## config.mk

```make
export PLATFORM = sky130hd
export DESIGN_NAME = imem
export DESIGN_NICKNAME = d
export VERILOG_FILES = /design/src/rtl/imem_pkg.sv /design/src/rtl/imem_array.sv /design/src/rtl/imem.sv
export SDC_FILE = /design/constraint.sdc
export NUM_CORES = 2
export LEC_CHECK = 0
export CAP_MARGIN = 20
export CORE_ASPECT_RATIO = 0.7
export CORE_UTILIZATION = 30
export CTS_BUF_LIST = sky130_fd_sc_hd__clkbuf_16
export DETAILED_ROUTE_END_ITERATION = 10
export SYNTH_ARGS = -nofsm -noshare
export SYNTH_HDL_FRONTEND = slang
export SYNTH_SLANG_ARGS = --single-unit
```

## constraint.sdc

```tcl
create_clock -name clk -period 3.37 [get_ports clk]
set_input_delay 0.674 -clock clk [delete_from_list [all_inputs] [get_ports clk]]
set_output_delay 0.674 -clock clk [all_outputs]
set_load 0.1 [all_outputs]
```

## src/rtl/imem_pkg.sv

```systemverilog
// ----------------------------------------------------------------------------
// imem_pkg
// Purpose : Shared constants, types and helpers for the instruction memory.
//   IMEM_WIDTH  default data/address bus width
//   IMEM_DEPTH  default number of words
//   word_t      one memory word at the default width
//   idx_width() index width for a given depth, never smaller than 1 bit
// ----------------------------------------------------------------------------
package imem_pkg;

    localparam int unsigned IMEM_WIDTH = 32'd32;
    localparam int unsigned IMEM_DEPTH = 32'd64;

    typedef logic [IMEM_WIDTH-1:0] word_t;

    // A depth of 1 still needs a 1-bit index so that the slices stay legal.
    function automatic int unsigned idx_width(input int unsigned depth);
        int unsigned w;
        if (depth > 32'd1) begin
            w = $clog2(depth);
        end else begin
            w = 32'd1;
        end
        return w;
    endfunction

endpackage : imem_pkg

```

## src/rtl/imem_array.sv

```systemverilog
// ----------------------------------------------------------------------------
// imem_array
// Purpose : Word storage for imem with synchronous clear and write.
//           The read port is a raw, unchecked combinational lookup; any
//           range qualification is the caller's job.
// Ports   :
//   clk      in   clock, state changes on posedge
//   rst      in   synchronous active-high reset, clears every word
//   wr_en    in   write strobe, already range-qualified by the caller
//   wr_idx   in   word index to write
//   wr_data  in   write data
//   rd_idx   in   word index to read
//   rd_data  out  mem[rd_idx], combinational
// ----------------------------------------------------------------------------
module imem_array
    import imem_pkg::*;
#(
    parameter int unsigned WIDTH  = IMEM_WIDTH,
    parameter int unsigned DEPTH  = IMEM_DEPTH,
    parameter int unsigned ADDR_W = idx_width(DEPTH)
) (
    input  logic              clk,
    input  logic              rst,
    input  logic              wr_en,
    input  logic [ADDR_W-1:0] wr_idx,
    input  logic [WIDTH-1:0]  wr_data,
    input  logic [ADDR_W-1:0] rd_idx,
    output logic [WIDTH-1:0]  rd_data
);

    logic [WIDTH-1:0] mem_r [DEPTH];

    // Storage update: reset wins over a write in the same cycle.
    always_ff @(posedge clk) begin
        if (rst) begin
            for (int i = 0; i < int'(DEPTH); i++) begin
                mem_r[i] <= {WIDTH{1'b0}};
            end
        end else if (wr_en) begin
            mem_r[wr_idx] <= wr_data;
        end
    end

    // Raw combinational read; no bypass of a write in flight.
    assign rd_data = mem_r[rd_idx];

endmodule : imem_array

```

## src/rtl/imem.sv

```systemverilog
// ----------------------------------------------------------------------------
// imem
// Purpose : Single-port instruction memory. One synchronous write port and
//           one combinational read port sharing the address bus i_addr.
//           Addresses at or beyond DEPTH never write and read as zero; there
//           is no wrap-around onto low words.
// Ports   :
//   clk       in   clock, state changes on posedge
//   rst       in   synchronous active-high reset, clears every word
//   i_addr    in   word address shared by read and write
//   wre       in   write enable, sampled at posedge clk
//   wr_data   in   write data
//   i_data    out  mem[i_addr] (0 when out of range), combinational
//   addr_err  out  i_addr >= DEPTH; only when IMEM_ADDR_CHECK_EN is defined
// Configuration macro: IMEM_ADDR_CHECK_EN
// ----------------------------------------------------------------------------
module imem
    import imem_pkg::*;
#(
    parameter int unsigned WIDTH  = IMEM_WIDTH,
    parameter int unsigned DEPTH  = IMEM_DEPTH,
    localparam int unsigned ADDR_W = idx_width(DEPTH)
) (
    input  logic             clk,
    input  logic             rst,
    input  logic [WIDTH-1:0] i_addr,
    input  logic             wre,
    input  logic [WIDTH-1:0] wr_data,
    output logic [WIDTH-1:0] i_data
`ifdef IMEM_ADDR_CHECK_EN
    ,
    output logic             addr_err
`endif
);

    logic              in_range_s;
    logic              wr_en_s;
    logic [ADDR_W-1:0] idx_s;
    logic [WIDTH-1:0]  rd_data_s;

    // Full-width compare so that high address bits can never alias low words.
    assign in_range_s = (i_addr < WIDTH'(DEPTH));
    assign idx_s      = i_addr[ADDR_W-1:0];
    assign wr_en_s    = wre & in_range_s;

    imem_array #(
        .WIDTH  (WIDTH),
        .DEPTH  (DEPTH),
        .ADDR_W (ADDR_W)
    ) u_array (
        .clk     (clk),
        .rst     (rst),
        .wr_en   (wr_en_s),
        .wr_idx  (idx_s),
        .wr_data (wr_data),
        .rd_idx  (idx_s),
        .rd_data (rd_data_s)
    );

    // Read mux: out-of-range addresses return zero.
    always_comb begin
        i_data = {WIDTH{1'b0}};
        if (in_range_s) begin
            i_data = rd_data_s;
        end else begin
            i_data = {WIDTH{1'b0}};
        end
    end

`ifdef IMEM_ADDR_CHECK_EN
    assign addr_err = ~in_range_s;

    // Simulation-only notice for writes that are dropped for being out of range.
    always @(posedge clk) begin
        if (!rst && wre && !in_range_s) begin
            $display("imem: warning: write to out-of-range address 0x%h ignored", i_addr);
        end
    end
`endif

endmodule : imem

```

==> Word level (Yosys, flattened, before mapping) <==
Memories as Yosys holds them, arrays and structs flattened.
Index checks and enable logic that the tools add are counted.
{ "totals": {"register_bits": 0, "ramBits": 2048, "memories": 1} }
{ "mem_list": {"columns": ["memory", "words", "width", "read_ports", "rd_clocked_by_memory_dff", "write_ports", "line_no", "source"], "rows": [
  ["u_array.mem_r", 64, 32, 1, 0, 64, "imem_array.sv:31", "logic [WIDTH-1:0] mem_r [DEPTH];"]
]} }
{ "classes": {"n_reduce_logical": 1, "mux": 9, "n_lt_le_gt_ge": 1, "bitwise_logic": 1} }
{ "ops": {"columns": ["cell", "count"], "rows": [
  ["2-to-1 mux 32 bit", 2],
  ["less-than comparator 32 x 7 -> 1 bit (second input constant)", 1],
  ["OR reduction 32 bit", 1],
  ["2-to-1 mux 1 bit", 6],
  ["2-to-1 mux 6 bit", 1],
  ["bitwise AND 1 bit", 1]
]} }

==> Longest topological paths before layout <==
{ "logic_depth": {"depth_word": 7, "depth_mapped": 11} }

==> Hierarchy <==
Synthesis repeated with hierarchy kept, for this count alone.
{ "hier_totals": {"cells_unflattened": 5935, "hier_area_um2": 92884.1} }
{ "by_module_without_submodules": {"columns": ["mod", "seq_area_each_um2", "area_per_inst_um2", "cells_each", "instances"], "rows": [
  ["imem_array", 61499.0, 92289.8, 5851, 1],
  ["imem", 0.0, 594.3, 84, 1]
]} }

==> Worst setup path after synthesis <==
Ideal clock, no wire load.
{ "synth_path": {"kind": "input port to output port", "startpoint": "input port i_addr[1]", "endpoint": "output port i_data[10]", "required_time_ns": 2.696, "setup_slack_ns": -2.210, "arrival_ns": 4.906, "stages": 9, "path_cell_list": "buf_6 buf_12 buf_8 buf_6 buf_12 o21ai_0 a21oi_1 or4_1 nor4_1"} }
{ "synth_via": {"elab_chain_len": 2, "elab_cells_between_ends": 3} }
{ "synth_rtl": {"columns": ["element", "line_no", "source"], "rows": [
  ["start, declared", "imem.sv:26", "input logic [WIDTH-1:0] i_addr,"],
  ["less-than comparator 32 x 7 -> 1 bit / memory read (64 x 32 bit) (equally long branches)", null, null],
  ["2-to-1 mux 32 bit (*)", "imem.sv:63", "if (in_range_s) begin"],
  ["end, declared", "imem.sv:29", "output logic [WIDTH-1:0] i_data"]
]} }
Every way passes the cells marked *; elsewhere a longest branch is shown, timed or not.

==> Worst setup path in the final report <==
{ "layout_path": {"startpoint": "input port i_addr[1]", "endpoint": "output port i_data[3]"} }
The elaborated chain is that of the path after synthesis.

==> results.tsv <==
stage	metric	value	unit
logic_synthesis	async_flop_share	0	%
timing	finalCriticalPeriod	4.04	ns
clocking	cts-buffers-inserted	198	
worst_setup_path	cp_common_cell	buf_12	
die	io_pins	99	
cells_and_area	final_cells	11900	
cells_and_area	regArea	0.0615	mm2
drt	drt-total-wl	395000	um
grt	use_met2	33.2	%
worst_setup_path	endpoint_kind	output pin	
power	peakVddDrop	0.400	mV
place	io_buffers	98	
power	seqPwrFrac	50.0	%
grt	grt_pass1_vias	62500	
worst_setup_path	worstPathArrival	3.36	ns
timing	max_slew.worst_pin.slew	1.10	ns
power	p_sw	15.3	mW
clocking	clockBufferDepth	4	
logic_synthesis	yosysWarningCount	0	
logic_synthesis	synth_compound_area_share	6.78	%
timing	slew-limit-headroom	26.6	%
worst_setup_path	worst_setup_path_start_kind	input port	
clocking	cts_tree	done	
logic_synthesis	syn-instance-count	6696	
drt	post_drt_wl_per_cell	33.2	um
power	p_int	43.8	mW
logic_synthesis	synth_top_area_share	65.2	%
drt	dr.pass1.iters	6	
power	power.density	488	mW/mm2
timing	max_freq	248	MHz
grt	grtUsageMet1	33.4	%
drt	vias	65900	
timing	fin_ws	-0.665	ns
place	dpl.hpwl	263000	um
timing	rsz0062_at_grt	true	
logic_synthesis	syn_area	0.0943	mm2
die	die_area	0.316	mm2
run_status	violations	setup timing	
logic_synthesis	synth.area.top_cells	edfxtp_1 (65%), and2_1 (14%), mux4_2 (3.2%), mux2_2 (2.6%), o22ai_1 (2.0%)	
clocking	cts-root-buf	clkbuf_16	
die	dieHeight	471	um
logic_synthesis	synth.mux.area_fraction	8.10	%
logic_synthesis	synth_top_family_by_area	simple AND/OR/NAND/NOR gates	
worst_setup_path	worstSetupPathType	input port to output pin	
die	coreArea	0.311	mm2
power	power_frac_comb	12.5	%
logic_synthesis	synth_common_cells	and2_1 (2054), edfxtp_1 (2048), clkbuf_1 (407)	
grt	met3_usage	10.5	%
logic_synthesis	synth.avg_cell_area	14.1	um2
die	dieWidth	672	um
drt	drcViolationCount	0	
clocking	h-tree-depth	4	
cells_and_area	regMostFlops	u_array.mem_r	
clocking	cts.hold.buffers_added	0	
logic_synthesis	synth.most_common_cell	and2_1	
timing	slew_viol_final	0	
grt	grt_pass1_wl	530000	um
die	rows	171	
job	drv_cap	0	
timing	hold_viol	0	
timing	setup_viol	32	
drt	route.antenna.remaining_nets	0	
cells_and_area	multi_input_area	0.0323	mm2
worst_setup_path	cp_max_fo	6	
grt	antenna_found_initial	41	
logic_synthesis	yosys.area_share.simple	16.0	%
cells_and_area	drive_gt1_share	33.1	%
worst_setup_path	path_delay_family	compound AO/OA/AOI/OAI gates	
power	p_clk_share	37.4	%
logic_synthesis	synth_cell_types	78	
logic_synthesis	yosysSeqAreaShare	65.2	%
logic_synthesis	yosys.area.top_type	edfxtp_1	
worst_setup_path	critPathBufInv	6	
logic_synthesis	synthesis.nets	6763	
logic_synthesis	synthAdderAreaFrac	0	%
logic_synthesis	synth_edf_count	2048	
grt	grt_overflow_total	0	
cells_and_area	reg.largest.list	u_array.mem_r: 2048 flops	
die	initial_core_util	30.3	%
timing	fin_crit_sh	120	%
logic_synthesis	synth_ff_type	edfxtp_1	
place	dpl.cell_count	11300	
logic_synthesis	synthXorXnorAreaFrac	0	%
cells_and_area	fill_cells	28800	
clocking	cts.sinks	2048	
clocking	clk_pin_slew_worst_paths	0.07	ns
grt	grt-busiest-layer	met1	
drt	routed_via_density	5.54	
worst_hold_path	hp-class	input port to register	
grt	grtUsageTotal	24.0	%
cells_and_area	nets	7659	
power	p_sw_share	25.8	%
timing	finalSetupTns	-16.58	ns
worst_setup_path	cp_slowest_cell	a222oi_1	
place	gp_congestion	0.996	
logic_synthesis	synth-seq-cells	2048	
cells_and_area	area_delta_synth_final	28.6	%
grt	grt_max_degree	65	
worst_setup_path	slowest_delay	0.47	ns
cells_and_area	largest_reg_flops	2048	
worst_setup_path	path_cells	buf_16 -> buf_12 -> or2b_4 -> buf_12 -> o22ai_2 -> a222oi_1 -> a21oi_1 -> buf_4 -> a2111o_1 -> nor4_4 -> buf_12 -> buf_12	
worst_setup_path	critPathRequiredTime	2.70	ns
run_status	outcome	complete, but fails checks	
power	p_leak	43.3	nW
drt	drt-initial-drc-count	11000	
-- power by group through the flow --
stage                     sequential, mW  combinational [mW]  clock, mW
after floorplan                     29.9                2.56          0
after global placement              30.0                6.13          0
after detailed placement            30.1                6.14          0
after CTS                           29.6                6.84       22.2
after global routing                29.7                7.43       23.0
final                               29.6                7.39       22.1
-- through the flow --
| step | area (um2) | utilization (%) | power (mW) | setup WS (ns) | hold slack (ns) |
|---|---|---|---|---|---|
| after floorplan | 94900 | - | 32.5 | -0.440 | 1.13 |
| final | 121000 | 38.9 | 59.1 | -0.665 | 0.172 |
| after detailed placement | 109000 | 35.0 | 36.2 | -1.28 | 1.06 |
| after global routing | 121000 | 38.9 | 60.1 | -0.629 | 0.174 |
| after CTS | 120000 | 38.4 | 58.6 | -0.574 | 0.127 |
| after global placement | 109000 | 35.0 | 36.2 | -1.38 | 1.05 |
-- kinds of logic after synthesis --
logic type,count (synthesis)
buf+inv,711
flops,2048
compound gates,888
mux,525
simple gates,2524
-- final timing paths --
check,to,from,cells past startpoint,slack (ns)
max,i_data[3],i_addr[1],12,-0.67
min,u_array.mem_r[38][21],wr_data[21],2,0.17
-- final cells by class --
type / count / share of cell area (%)
Timing Repair Buffer: 1403 / 13.3
Tap cell: 4152 / 4.29
Multi-Input combinational cell: 3937 / 26.6
Clock buffer: 200 / 4.13
Clock inverter: 144 / 0.882
Antenna cell: 5 / 0.0103
Inverter: 4 / 0.0485
Sequential cell: 2048 / 50.7
-- repair_timing --
| item | CTS | global route |
|---|---|---|
| endpoints found under the hold margin | 0 | 0 |
| gates cloned | 19 | 3 |
| endpoints found under the setup margin | 32 | 32 |
| pin swaps | 150 | 136 |
| buffers inserted | 158 | 76 |
| gates resized for setup | 659 | 278 |
-- routing by layer --
metal | vias to the layer above | share of wire, %
li1 | 26500 | -
met1 | 34100 | 39
met2 | 4581 | 40
met3 | 659 | 16
met4 | 32 | 3.9
met5 | - | 0.11
-- cell usage in the layout (no fill, tap or decap), types with 30 or more instances in the layout --
| cell type | instances |
|---|---|
| inv_1 | 42 |
| a21oi_1 | 55 |
| buf_12 | 318 |
| clkinv_2 | 36 |
| mux2i_1 | 131 |
| edfxtp_1 | 2048 |
| buf_2 | 41 |
| o221ai_2 | 40 |
| a22oi_1 | 33 |
| nor2_2 | 75 |
| or2_2 | 65 |
| o221ai_1 | 107 |
| buf_4 | 811 |
| clkinv_1 | 36 |
| o22ai_2 | 30 |
| mux2_2 | 206 |
| buf_8 | 46 |
| nand2_1 | 101 |
| a221oi_2 | 32 |
| buf_16 | 35 |
| buf_6 | 124 |
| clkbuf_16 | 203 |
| o22ai_1 | 252 |
| nor2_1 | 88 |
| mux4_2 | 141 |
| and2_1 | 2050 |
No activity file was read; power rests on OpenSTA's default activity.
